$ cat config.mk
export PLATFORM = sky130hd
export DESIGN_NAME = word_bank
export DESIGN_NICKNAME = d
export VERILOG_FILES = /design/src/rtl/word_bank_pkg.sv /design/src/rtl/word_reg.sv /design/src/rtl/word_bank.sv
export SDC_FILE = /design/constraint.sdc
export NUM_CORES = 1
export LEC_CHECK = 0
export BUFFER_PORTS_ARGS = -buffer_cell sky130_fd_sc_hd__buf_4
export CAP_MARGIN = 20
export CORE_MARGIN = 8
export CORE_UTILIZATION = 55
export CTS_BUF_LIST = sky130_fd_sc_hd__clkbuf_4 sky130_fd_sc_hd__clkbuf_8
export DETAILED_ROUTE_END_ITERATION = 6
export PLACE_DENSITY = 0.73
export SKIP_CTS_REPAIR_TIMING = 1
export SLEW_MARGIN = 10
export SYNTH_ARGS = -nofsm -noshare
export SYNTH_HDL_FRONTEND = slang
export SYNTH_SLANG_ARGS = --single-unit
export TNS_END_PERCENT = 30
$ cat constraint.sdc
create_clock -name clk -period 2.95 [get_ports clk]
set_input_delay 0.59 -clock clk [delete_from_list [all_inputs] [get_ports clk]]
set_output_delay 0.59 -clock clk [all_outputs]
set_load 0.03 [all_outputs]
$ cat src/rtl/word_bank_pkg.sv
// word_bank_pkg: shared FSM states, request encodings and byte width for word_bank.
package word_bank_pkg;
  typedef enum logic {CLEAR, IDLE} state_t;
  localparam logic RW_READ = 1'b1;
  localparam logic RW_WRITE = 1'b0;
  localparam int BYTE_W = 8;
endpackage

$ cat src/rtl/word_reg.sv
// word_reg: one WIDTH-bit storage word with byte-enabled write and combinational read.
// With WORD_BANK_PARITY_EN an even-parity bit over the merged word is stored alongside.
module word_reg
  import word_bank_pkg::*;
#(
  parameter int WIDTH = 8
) (
  input  logic                     clk,
  input  logic                     we,
  input  logic [WIDTH/BYTE_W-1:0]  be,
  input  logic [WIDTH-1:0]         wdata,
  output logic [WIDTH-1:0]         q
`ifdef WORD_BANK_PARITY_EN
  ,
  output logic                     par
`endif
);
  logic [WIDTH-1:0] r_q;
  logic [WIDTH-1:0] w_next;
  for (genvar k = 0; k < WIDTH / BYTE_W; k++) begin : g_b
    assign w_next[k*BYTE_W +: BYTE_W] = be[k] ? wdata[k*BYTE_W +: BYTE_W] : r_q[k*BYTE_W +: BYTE_W];
  end
  always_ff @(posedge clk)
    if (we) r_q <= w_next;
  assign q = r_q;
`ifdef WORD_BANK_PARITY_EN
  logic r_par;
  always_ff @(posedge clk)
    if (we) r_par <= ^w_next;
  assign par = r_par;
`endif
endmodule

$ cat src/rtl/word_bank.sv
// word_bank: DEPTH x WIDTH word bank, byte-enabled writes, registered reads, post-reset clear sweep.
// Optional WORD_BANK_PARITY_EN adds per-word even parity and a par_err read flag.
module word_bank
  import word_bank_pkg::*;
#(
  parameter int WIDTH  = 8,
  parameter int DEPTH  = 16,
  parameter int ADDR_W = $clog2(DEPTH)
) (
  input  logic                    clk,
  input  logic                    rst,
  input  logic                    req,
  input  logic                    rw,
  input  logic [ADDR_W-1:0]       addr,
  input  logic [WIDTH-1:0]        wdata,
  input  logic [WIDTH/BYTE_W-1:0] be,
  output logic                    ready,
  output logic [WIDTH-1:0]        rdata,
  output logic                    rvalid,
  output logic                    addr_err
`ifdef WORD_BANK_PARITY_EN
  ,
  output logic                    par_err
`endif
);
  localparam logic [ADDR_W:0] DEPTH_L = (ADDR_W + 1)'(DEPTH);
  state_t            r_state, w_state_nxt;
  logic [ADDR_W-1:0] r_cnt, w_cnt_nxt;
  logic [WIDTH-1:0]  r_rdata;
  logic              r_rvalid, r_addr_err;
  logic              w_clr, w_acc, w_rd, w_in, w_last;
  logic [WIDTH-1:0]  w_q [DEPTH];
  assign ready  = r_state == IDLE;
  assign w_clr  = r_state == CLEAR && !rst;
  assign w_acc  = req && ready && !rst;
  assign w_rd   = w_acc && rw == RW_READ;
  assign w_in   = {1'b0, addr} < DEPTH_L;
  assign w_last = r_cnt == ADDR_W'(DEPTH - 1);
`ifdef WORD_BANK_PARITY_EN
  logic [DEPTH-1:0] w_p;
  logic             r_par_err;
  assign par_err = r_par_err;
`endif
  // Out-of-range writes never match any word index, so they are dropped here.
  for (genvar i = 0; i < DEPTH; i++) begin : g_w
    word_reg #(.WIDTH(WIDTH)) u_reg (
      .clk   (clk),
      .we    (w_clr ? r_cnt == ADDR_W'(i) : w_acc && rw == RW_WRITE && addr == ADDR_W'(i)),
      .be    (w_clr ? '1 : be),
      .wdata (w_clr ? '0 : wdata),
      .q     (w_q[i])
`ifdef WORD_BANK_PARITY_EN
      ,
      .par   (w_p[i])
`endif
    );
  end
  always_ff @(posedge clk)
    if (rst) begin
      r_state <= CLEAR;
      r_cnt   <= '0;
    end else begin
      r_state <= w_state_nxt;
      r_cnt   <= w_cnt_nxt;
    end
  always_comb begin
    w_state_nxt = r_state;
    w_cnt_nxt   = r_cnt;
    if (r_state == CLEAR) begin
      w_state_nxt = w_last ? IDLE : CLEAR;
      w_cnt_nxt   = w_last ? '0 : r_cnt + ADDR_W'(1);
    end
  end
  always_ff @(posedge clk)
    if (rst) begin
      r_rdata    <= '0;
      r_rvalid   <= 1'b0;
      r_addr_err <= 1'b0;
`ifdef WORD_BANK_PARITY_EN
      r_par_err  <= 1'b0;
`endif
    end else begin
      r_rvalid   <= w_rd;
      r_addr_err <= w_acc && !w_in;
      if (w_rd) r_rdata <= w_in ? w_q[addr] : '0;
`ifdef WORD_BANK_PARITY_EN
      r_par_err  <= w_rd && w_in && ((^w_q[addr]) != w_p[addr]);
`endif
    end
  assign rdata    = r_rdata;
  assign rvalid   = r_rvalid;
  assign addr_err = r_addr_err;
endmodule

======== Yosys cells after proc, flatten, opt, wreduce, memory -nomap -nowiden ========
Cells that the tools add are included.
operators by class
  eq/ne operators ......................... 30
  $add $sub $neg .......................... 1
  div/mod/pow operators ................... 0
  reduce and logical (&&, ||, !) cells .... 40
  $mul .................................... 0
  mux-type cells .......................... 24
  bitwise gates (word level) .............. 3
  $lt $le $gt $ge ......................... 1
  shift-type cells ........................ 0
operators with widths
  operator                                             number
  equality test 4 bit, second input constant           16
  binary-select mux 8 bit (select 4 bit)               1
  equality test 4 x 3 -> 1 bit, second input constant  8
  AND reduction 2 bit                                  16
  two-way mux 8 bit                                    3
  logical AND 1 bit                                    21
  two-way mux 1 bit                                    19
  equality test 4 x 2 -> 1 bit, second input constant  4
  equality test 4 x 1 -> 1 bit, second input constant  2
  logical NOT 4 bit                                    2
  >= comparator 5 bit, second input constant           1
  NOT 4 -> 5 bit                                       1
  adder 4 x 1 -> 4 bit, second input constant          1
  two-way mux 4 bit                                    1
  NOT 1 bit                                            2
  logical NOT 1 bit                                    1
storage, ports and cells
  flip-flop bits (word level) ............. 142
  input bits .............................. 17
  memories ................................ 0
  memory bits (read-only) ................. 0
  logic and storage cells ................. 119
  bits in latches ......................... 0
  output and inout port bits .............. 11
  RAM bits ................................ 0

======== Longest topological paths before layout ========
Gate-level depths: netlist of run 1.
  depth after elaboration ................. 6
  gate-level depth with buffers ........... 7
  mapped depth without buffers ............ 4

======== Modules after synthesis ========
Synthesis of run 1 repeated with hierarchy kept, for this count alone.
second synthesis, totals
  cell total of the unflattened synthesis .. 325
  area total of the unflattened synthesis .. 5915.7 µm²
modules (own cells, without submodules)
  module     seq. area each (µm²)  instances  cells an instance  area each (µm²)
  word_reg   240.2                 16         9                  246.5
  word_bank  280.3                 1          181                1971.9

======== Least setup slack after synthesis of run 1 ========
Ideal clock, no wire load.
  path kind ............................... input port to flip-flop
  from .................................... input addr[1]
  to ...................................... register g_w[11].u_reg.r_q[0], enable pin
  slack ................................... 720 ps
  library setup time ...................... 370 ps
  path buffers ............................ 3
  arrival time ............................ 1860 ps
  required time ........................... 2580 ps
  stages .................................. 7
  cell sequence ........................... buf_2 > buf_4 > buf_4 > nand2_1 > nor2_1 > a21oi_1 > nor2_1
on the way
  longest elaborated chain between the ends .. 4
ends and longest elaborated chain
  item                           line             source
  start, declared                word_bank.sv:14  input logic [ADDR_W-1:0] addr,
  equality test 4 bit            word_bank.sv:48  .we (w_clr ? r_cnt == ADDR_W'(i) : w_acc && rw == RW_WRITE && addr == ADDR_W'(i)),
  logical AND 1 bit              word_bank.sv:48
  two-way mux 1 bit              word_bank.sv:48
  AND reduction 2 bit (no line)  n/a
  end signal, assigned           word_reg.sv:24   if (we) r_q <= w_next;
  end, declared                  word_reg.sv:18   logic [WIDTH-1:0] r_q;
Every way passes these cells.
A chain may end at the register's enable or synchronous reset.

======== Worst setup path after layout of run 1 ========
  from .................................... register r_state (netlist: ready)
  to ...................................... register g_w[7].u_reg.r_q[1], enable pin
on the way
  longest elaborated chain between the ends .. 6
  elaborated cells between the ends (all ways) .. 9
  those cells by class .................... mux: 2; bitwise: 1; reduce/logical: 6
ends and longest elaborated chain
  item                               line             source
  start, declared                    word_bank.sv:27  state_t r_state, w_state_nxt;
  start signal, assigned             word_bank.sv:63  r_state <= w_state_nxt;
  logical AND 1 bit (2 in a row)     word_bank.sv:35  assign w_acc = req && ready && !rst;
  logical AND 1 bit (2 in a row)     word_bank.sv:48
  two-way mux 1 bit                  word_bank.sv:48
  AND reduction 2 bit (no line) (*)  n/a
  end signal, assigned               word_reg.sv:24
  end, declared                      word_reg.sv:18
Mark *: on every way between the ends. The rest lies on a longest branch, timed or not.

==> summary.md, run 1 <==
| Metric | Value |
|---|---|
| Iter 0 DRT Violations | 324 |
| Number of diodes | 0 |
| Clock Pin Slew Worst Setup and Hold Paths | 70 ps |
| Synth Cell Area | 5920 sq um |
| Placement Cell Area | 6270 sq um |
| Register bit total from synthesis | 142 |
| Status | complete, no violations |
| Setup-failing EPs final | 0 |
| GRT Util Overall | 0.176 |
| Die Wd | 120 um |
| Grt peak-use layer | met2 |
| Post-synthesis sequential area ratio | 0.697 |
| DP Cell Count | 481 |
| Syn Area/Cell | 18.4 sq um |
| GRT met1 Usage | 0.230 |
| CP delay by family, top | simple AND/OR/NAND/NOR gates |
| Final antenna-violating net count | 0 |
| First-pass DRT Iterations | 5 |
| Critical path class | reg -> reg |
| Slowest stage delay, CP | 730 ps |
| Starting Density | 0.556 |
| Post-Layout Cell Count | 512 |
| YS warnings | 0 |
| Layout cells sized above 1 | 0.212 |
| Gpl congestion | 0.907 |
| Core Util, Final | 0.623 |
| Gate Count Post-Synth | 322 |
| Count of pins over their slew limit | 0 |
| Die height | 120 um |
| Multi-input gate area | 1640 sq um |
| Hold Crit Class | reg -> reg |
| Number of global-route vias before repair | 3126 |
| DIE AREA | 14300 sq um |
| TritonCTS Buffers | 17 |
| Initial antenna violation count | 0 |
| Final worst slack | 806 ps |
| IO Count | 28 |
| Max Cap Viol | 0 |
| Met2 Use GR | 0.274 |
| Synth async-reset ratio | 0 |
| CTS tree | yes |
| Vias per inst | 6.18 |
| Least-Margin Pin Slew | 720 ps |
| DP Worst Slack | 554 ps |
| CP Cell Sequence | nor4b_1 -> a22o_1 |
| CTS root buffer | clkbuf_8 |
| Total number of vias | 3164 |
| H-tree depth | 4 |
| WL final | 12100 um |
| Final net count | 382 |
| Min Tclk post-route | 2140 ps |
| Cell variety after synth | 40 |
| First-pass GRT wire length | 18400 um |
| Setup TNS | 0 ps |
| Port buffer count | 26 |
| Grt ovf | 0 |
| Wirelength per Cell | 23.7 um |
| Sink Count | 142 |
| Syn Nets | 343 |
| Post-route cell area | 6640 sq um |
| Worst Skew | 12.8 ps |
| Leakage | 2.30 nW |
| Synth-to-Final Area Change | 12.1% |
| Largest net degree at the start of global routing | 36 |
| Critical path data arrival time | 2220 ps |
| Filler Cells Inserted | 746 |
| CP startpoint kind | flop |
| F_max | 466 MHz |
| Register Area | 4120 sq um |
| Fin crit share | 0.727 |
| Rel. slew slack | 0.513 |
| Endpoints failing hold | 0 |
| Clock Latency Late Sink | 430 ps |
| WP buf/inv | 0 |
| Critical path data required time | 3030 ps |
| Crit path max fanout | 17 |
| Clock buffer depth | 2 |
| # DRC | 0 |
| Kind of end point of the critical path | flop |
| EDFF count, synth | 128 |
| Global Route met3 Usage | 0.0512 |
| RSZ-0062 raised after global routing | no |
| Core area | 10700 sq um |
| Worst path slowest cell | nor4b_1 |
| Rows | 38 |
| PD cells | 588 nW/um^2 |
| VDD IR max | 0.349 mV |
| Ys flop type | edfxtp_1 |
| Final HPWL DP | 7840 um |
## layer usage
layer	vias up	routed length (um)
li1	1394	-
met1	1589	5160
met2	162	5790
met3	19	971
met4	0	220
met5	-	0
## cell usage after synthesis, types with 2 or more instances
cell | n | area share
a32oi_1 | 2 | 0.0030
inv_1 | 4 | 0.0025
mux4_2 | 6 | 0.023
nor2_1 | 13 | 0.0082
a22o_1 | 4 | 0.0059
mux2i_1 | 17 | 0.029
o22a_2 | 2 | 0.0034
buf_4 | 4 | 0.0051
a31oi_1 | 2 | 0.0021
nand2_1 | 16 | 0.010
nand3_1 | 5 | 0.0042
and3_1 | 2 | 0.0021
a21oi_1 | 10 | 0.0085
a21oi_2 | 2 | 0.0030
or3_1 | 2 | 0.0021
nor2b_1 | 12 | 0.013
buf_6 | 3 | 0.0057
mux4_1 | 25 | 0.11
nand2b_1 | 2 | 0.0021
o22a_1 | 5 | 0.0074
buf_2 | 5 | 0.0042
edfxtp_1 | 128 | 0.65
a32o_1 | 6 | 0.010
ha_1 | 4 | 0.0085
dfxtp_1 | 14 | 0.047
o31ai_1 | 4 | 0.0051
clkbuf_1 | 9 | 0.0057
nor4b_1 | 2 | 0.0030
## final timing paths
path	start	to	slack, ps	cells after the start
setup / recovery	ready$_SDFF_PP0_	g_w[7].u_reg.q[1]$_DFFE_PP_	810	2
hold / removal	rdata[4]$_SDFFE_PP0P_	rdata[4]$_SDFFE_PP0P_	460	2
setup reg to reg	ready$_SDFF_PP0_	g_w[7].u_reg.q[1]$_DFFE_PP_	810	2
hold reg to reg	rdata[4]$_SDFFE_PP0P_	rdata[4]$_SDFFE_PP0P_	460	2
## layout make-up
| type | count | area share |
|---|---|---|
| Inverter | 4 | 0.00226 |
| Clock inverter | 9 | 0.0145 |
| Clock buffer | 21 | 0.0398 |
| Sequential cell | 142 | 0.621 |
| Multi-Input combinational cell | 153 | 0.247 |
| Tap cell | 140 | 0.0264 |
| Timing Repair Buffer | 43 | 0.0483 |
## metrics by stage
| step | total power, mW | hold slack [ps] |
|---|---|---|
| floorplan | 2.43 | 513 |
| CTS | 3.91 | 465 |
| global route | 4.00 | 483 |
| global placement | 2.50 | 447 |
| finish | 3.90 | 462 |
| detailed placement | 2.51 | 452 |
## logic make-up after synthesis
logic type                 share of synthesized area
AOI/OAI and AO/OA                             0.0549
xor gates and xnor gates                     0.00148
adders and majority gates                    0.00845
buffers and inverters                         0.0262
DFF                                            0.697
muxes                                          0.163
other                                       0.000633
and+or+nand+nor                               0.0492
## worst reg2reg max path, delay by kind of cell, from the launching register on
family | cells | cell delay [ps]
AO/OA/AOI/OAI | 1 | 540
AND/OR/NAND/NOR | 1 | 730
flip-flops | 1 | 510
## power breakdown
group          leakage (nW)  internal (mW)  total [mW]  switching (mW)
Combinational         0.826         0.0964       0.236           0.140
Sequential             1.29           2.22        2.23          0.0123
Clock                 0.183          0.766        1.43           0.666
## registers in the layout, indices dropped and copies added, names as in the netlist
| name | flops |
|---|---|
| ready | 1 |
| r_cnt | 4 |
| rdata | 8 |
| g_w.u_reg.q | 128 |
| rvalid | 1 |
## placed cells by master (no fill, tap or decap), types with 4 or more instances in the layout
| cell type | n |
|---|---|
| inv_1 | 4 |
| nand3_1 | 5 |
| dfxtp_1 | 14 |
| mux4_2 | 6 |
| mux2i_1 | 17 |
| nor2b_1 | 12 |
| clkbuf_8 | 17 |
| buf_4 | 42 |
| nor2_1 | 13 |
| nand2_1 | 16 |
| o22a_1 | 5 |
| clkbuf_4 | 4 |
| ha_1 | 4 |
| a32o_1 | 6 |
| edfxtp_1 | 128 |
| a21oi_1 | 10 |
| clkinv_1 | 4 |
| o31ai_1 | 4 |
| a22o_1 | 4 |
| mux4_1 | 25 |
Power figures use the tool's default switching activity.
==> inputs of run 2 (changes only) <==
PLACE_DENSITY = 0.75   (was 0.73)
clock period = 1.8 ns   (was 2.95 ns; I/O delays follow)
==> run 2 against run 1 <==
Against the previous run:
- clock power increased by 100%
- worst hold slack got worse by 200 ps
- highest routed layer unchanged
- cell area increased by 8.8%
- utilization increased by 5.5 points
- largest cell class unchanged
- die area unchanged
==> summary.md, run 2 (same netlist as run 1, synthesis figures left out) <==
| Metric | Value |
|---|---|
| CTS tree | yes |
| Least-Margin Pin Slew | 611 ps |
| Clock buffer depth | 2 |
| PD cells | 970 nW/um^2 |
| Synth-to-Final Area Change | 22.0% |
| First-pass DRT Iterations | 6 |
| Crit path max fanout | 9 |
| Number of diodes | 0 |
| Most common cell after layout, fill and taps aside | edfxtp_1 |
| Number of flip-flops under the largest register name | 128 |
| Worst R2R Setup Slack | 40 ps |
| Max Cap Viol | 0 |
| Endpoints failing hold | 0 |
| Grt ovf | 0 |
| Clock Latency Late Sink | 440 ps |
| Setup-failing EPs final | 0 |
| Number of global-route vias before repair | 3361 |
| Fin crit share | 0.975 |
| Hold Crit Class | in -> reg |
| RSZ-0062 raised after global routing | no |
| Metal2 WL | 6320 um |
| Sink Count | 142 |
| IO Count | 28 |
| WHS | 258 ps |
| Final net count | 420 |
| Total number of vias | 3294 |
| Clock Pin Slew Worst Setup and Hold Paths | 80 ps |
| Design Power | 7.00 mW |
| Largest net degree at the start of global routing | 18 |
| Critical path class | reg -> reg |
| F_max | 570 MHz |
| VDD IR max | 0.650 mV |
| Initial antenna violation count | 0 |
| # DRC | 0 |
| Final HPWL DP | 8670 um |
| Most frequent cells in the layout | edfxtp_1 (128), buf_4 (69), mux4_1 (25), mux2i_1 (17), clkbuf_8 (17) |
| Min Tclk post-route | 1760 ps |
| Core area | 10700 sq um |
| Critical path data required time | 2170 ps |
| Iter 0 DRT Violations | 230 |
| DIE AREA | 14300 sq um |
| DR top layer | met4 |
| Wirelength per Cell | 23.0 um |
| Final worst slack | 44.7 ps |
| Vias per inst | 5.98 |
| Port buffer count | 26 |
| Rows | 38 |
| Gpl congestion | 0.921 |
| Final antenna-violating net count | 0 |
| Rel. slew slack | 0.591 |
| Die height | 120 um |
| Leakage | 2.60 nW |
| TritonCTS Buffers | 17 |
| WL met3 | 771 um |
| GRT Util Overall | 0.187 |
| Metal1 wirelength | 5370 um |
| WL final | 12700 um |
| Kind of end point of the critical path | flop |
| CP startpoint kind | flop |
| Worst Skew | 9.86 ps |
| CTS root buffer | clkbuf_8 |
| Critical path data arrival time | 2130 ps |
| DP Worst Slack | -241 ps |
| H-tree depth | 4 |
| Layout cells sized above 1 | 0.326 |
| Count of pins over their slew limit | 0 |
| Status | complete, no violations |
| First-pass GRT wire length | 19300 um |
| Starting Density | 0.556 |
| Die Wd | 120 um |
## run 2: changes by cell type in the layout (fill, tap and decap cells not counted), sizes merged
cell      delta
buf         +39
bufinv       +4
clkinvlp     -1
clkinv       +1
clkbuf       -5
inv          +1
## run 2: report_power, final
part	switching, mW	leakage, nW	total (mW)	internal [mW]
clock	1.13	0.227	2.90	1.76
sequential	0.0196	1.29	3.66	3.64
combinational	0.238	1.09	0.449	0.211
## run 2: final cells by class
class                   instances  area (sq um)
fillers                       680          3430
flip-flops and latches        142          4120
repair buffers                 81           758
well taps                     140           175
clock buffers                  17           234
multi-input cells             153          1690
inverters                       4          15.0
clock inverters                14           221
## run 2: routing by layer
metal | track usage | up-vias
met5 | 0 | -
met4 | 0.0874 | 0
met3 | 0.0554 | 15
met2 | 0.302 | 144
met1 | 0.227 | 1657
li1 | - | 1478
## run 2: critical path, cell delays in order, from the launching register on
cell	delay [ps]
dfxtp_1	400
buf_4	200
nand4b_1	180
or3_1	490
o22a_1	280
a21oi_1	140
## run 2: metrics by stage
stage                     TNS, ps  instance area (sq um)   util  std cells
after global routing            0                   7220  0.678        551
final                           0                   7220  0.678        551
after global placement     -13280                   6720  0.631        517
after floorplan             -3050                   5960      -        322
after detailed placement   -27430                   6720  0.631        517
after CTS                  -15380                   7180  0.674        548
## run 2: path summary, 6_finish.rpt
| check | from | end | depth (start not counted) |
|---|---|---|---|
| worst min register to register | rdata[5]$_SDFFE_PP0P_ | rdata[5]$_SDFFE_PP0P_ | 2 |
| worst min-delay path | rst | ready$_SDFF_PP0_ | 3 |
| worst max-delay path | ready$_SDFF_PP0_ | rdata[4]$_SDFFE_PP0P_ | 5 |
| worst max register to register | ready$_SDFF_PP0_ | rdata[4]$_SDFFE_PP0P_ | 5 |
==> inputs of run 3 (changes only) <==
clock period = 1.5 ns   (was 1.8 ns; I/O delays follow)
==> run 3 against run 2 <==
Against the previous run:
- the flow now finishes with violations (negative setup slack)
- routed wire length grew 9.3%
- worst hold slack lost 2.3 ps
- via count grew 4.3%
- cell count grew 3.1%
- sequential power grew 20%
- register-to-register slack lost 96 ps
- count of clock-buffer cells in the layout grew 2
- clock skew grew 0.82 ps
- clock power grew 15%
- global-route usage grew 0.49 points
- cell area grew 6.1%
- critical endpoint is now ready
- largest cell class unchanged
==> summary.md, run 3 (same netlist as run 1, synthesis figures left out) <==
| Metric | Value |
|---|---|
| Layout cells sized above 1 | 0.474 |
| Clock Latency Late Sink | 430 ps |
| CP Cell Sequence | buf_4 -> buf_4 -> buf_6 |
| Vias per inst | 6.05 |
| CTS tree | yes |
| Gpl congestion | 0.822 |
| Fin crit share | 1.03 |
| Clock Pin Slew Worst Setup and Hold Paths | 70 ps |
| WL final | 13900 um |
| Endpoints failing hold | 0 |
| Crit path max fanout | 7 |
| Synth-to-Final Area Change | 29.4% |
| Reg2reg path depth | 4 |
| Wirelength per Cell | 24.4 um |
| Register Area | 4130 sq um |
| Most common cell after layout, fill and taps aside | edfxtp_1 |
| Setup-failing EPs final | 38 |
| First-pass GRT wire length | 20300 um |
| IO Count | 28 |
| Leakage | 2.74 nW |
| Final net count | 436 |
| Largest net degree at the start of global routing | 25 |
| Count of pins over their slew limit | 0 |
| Hold Crit Depth | 3 |
| CP startpoint kind | flop |
| Number of flip-flops under the largest register name | 128 |
| Hold Crit Class | in -> reg |
| Total number of vias | 3435 |
| Initial antenna violation count | 0 |
| Clock buffer depth | 2 |
| WP depth | 3 |
| GRT Util Overall | 0.192 |
| H-tree depth | 4 |
| Die height | 120 um |
| CP most frequent cell | buf_4 |
| TritonCTS Buffers | 17 |
| WP buf/inv | 3 |
| Rows | 38 |
| Critical path data arrival time | 1250 ps |
| Kind of end point of the critical path | output pin |
| DIE AREA | 14300 sq um |
| RSZ-0062 raised after global routing | yes |
| Die Wd | 120 um |
| Setup TNS | -909 ps |
| PD cells | 1100 nW/um^2 |
| Failing checks | negative setup slack |
| Critical path data required time | 1200 ps |
| Max Cap Viol | 0 |
| Slowest stage delay, CP | 410 ps |
| First-pass DRT Iterations | 5 |
| Final antenna-violating net count | 0 |
| Filler Cells Inserted | 616 |
| Min Tclk post-route | 1550 ps |
| Worst path slowest cell | dfxtp_4 |
| VDD IR max | 0.634 mV |
| Number of global-route vias before repair | 3472 |
| Final HPWL DP | 8820 um |
| Final worst slack | -50.9 ps |
| F_max | 645 MHz |
| Most frequent cells in the layout | edfxtp_1 (128), buf_4 (74), buf_12 (21), mux4_1 (19), clkbuf_8 (19) |
| Port buffer count | 26 |
| Critical path class | reg -> out |
| Status | complete, but fails checks |
| Multi-input gate area | 1890 sq um |
| Starting Density | 0.556 |
| Number of diodes | 0 |
| CP delay by family, top | buffers and inverters |
| # DRC | 0 |
| Sink Count | 142 |
| Iter 0 DRT Violations | 388 |
| WHS | 256 ps |
| Grt ovf | 0 |
| CTS root buffer | clkbuf_8 |
| Core area | 10700 sq um |
| Worst Skew | 10.7 ps |
-- run 3: cell count changes in the layout (fill, tap and decap cells not counted), moves of 4 or more --
cell	before	now
buf_12	12	21
mux4_1	25	19
mux4_2	6	12
buf_4	69	74
clkinv_1	5	0
mux2i_1	17	12
mux2i_2	0	5
nor2_4	1	6
a21oi_1	10	6
a21oi_2	2	6
a22o_1	4	0
nor2_1	9	5
o31ai_4	0	4
-- run 3: worst paths after layout --
path	startpoint	endpoint	slack, ps
setup / recovery	ready$_SDFF_PP0_	ready	-50
hold reg to reg	rdata[5]$_SDFFE_PP0P_	rdata[5]$_SDFFE_PP0P_	480
hold / removal	rst	r_cnt[1]$_SDFFE_PP0N_	260
setup reg to reg	ready$_SDFF_PP0_	rdata[0]$_SDFFE_PP0P_	-50
-- run 3: power by group --
group | internal [mW] | total (mW) | switching [mW]
combinational | 0.340 | 0.682 | 0.342
clock | 1.91 | 3.34 | 1.44
sequential | 4.36 | 4.38 | 0.0199
total | 6.61 | 8.41 | 1.80
-- run 3: metal layers --
layer | routed length, um | track usage | up-vias
met3 | 885 | 0.0418 | 27
met4 | 227 | 0.0695 | 0
met5 | 0 | 0 | -
met2 | 7310 | 0.326 | 152
li1 | - | - | 1511
met1 | 5450 | 0.237 | 1745
-- run 3: area by class of cell --
class / instances / area share
flip-flops and latches: 142 / 0.539
multi-input cells: 153 / 0.247
repair buffers: 97 / 0.130
clock buffers: 19 / 0.0341
clock inverters: 13 / 0.0242
well taps: 140 / 0.0229
inverters: 4 / 0.00196
-- run 3: tightest hold or removal path, stage by stage --
cell and delay [ps]:
buf_4 80, buf_4 190, nor2_1 70
-- run 3: per-stage QoR --
stage	instances	power [mW]	worst slack, ps	utilization	area [sq um]
6_report	568	8.41	-50.9	0.719	7660
5_1_grt	568	8.63	-92.4	0.719	7660
4_1_cts	559	8.38	-219	0.697	7420
3_5_place_dp	527	5.09	-533	0.655	6970
3_3_place_gp	527	5.07	-494	0.655	6970
2_1_floorplan	322	4.82	-102	-	6160
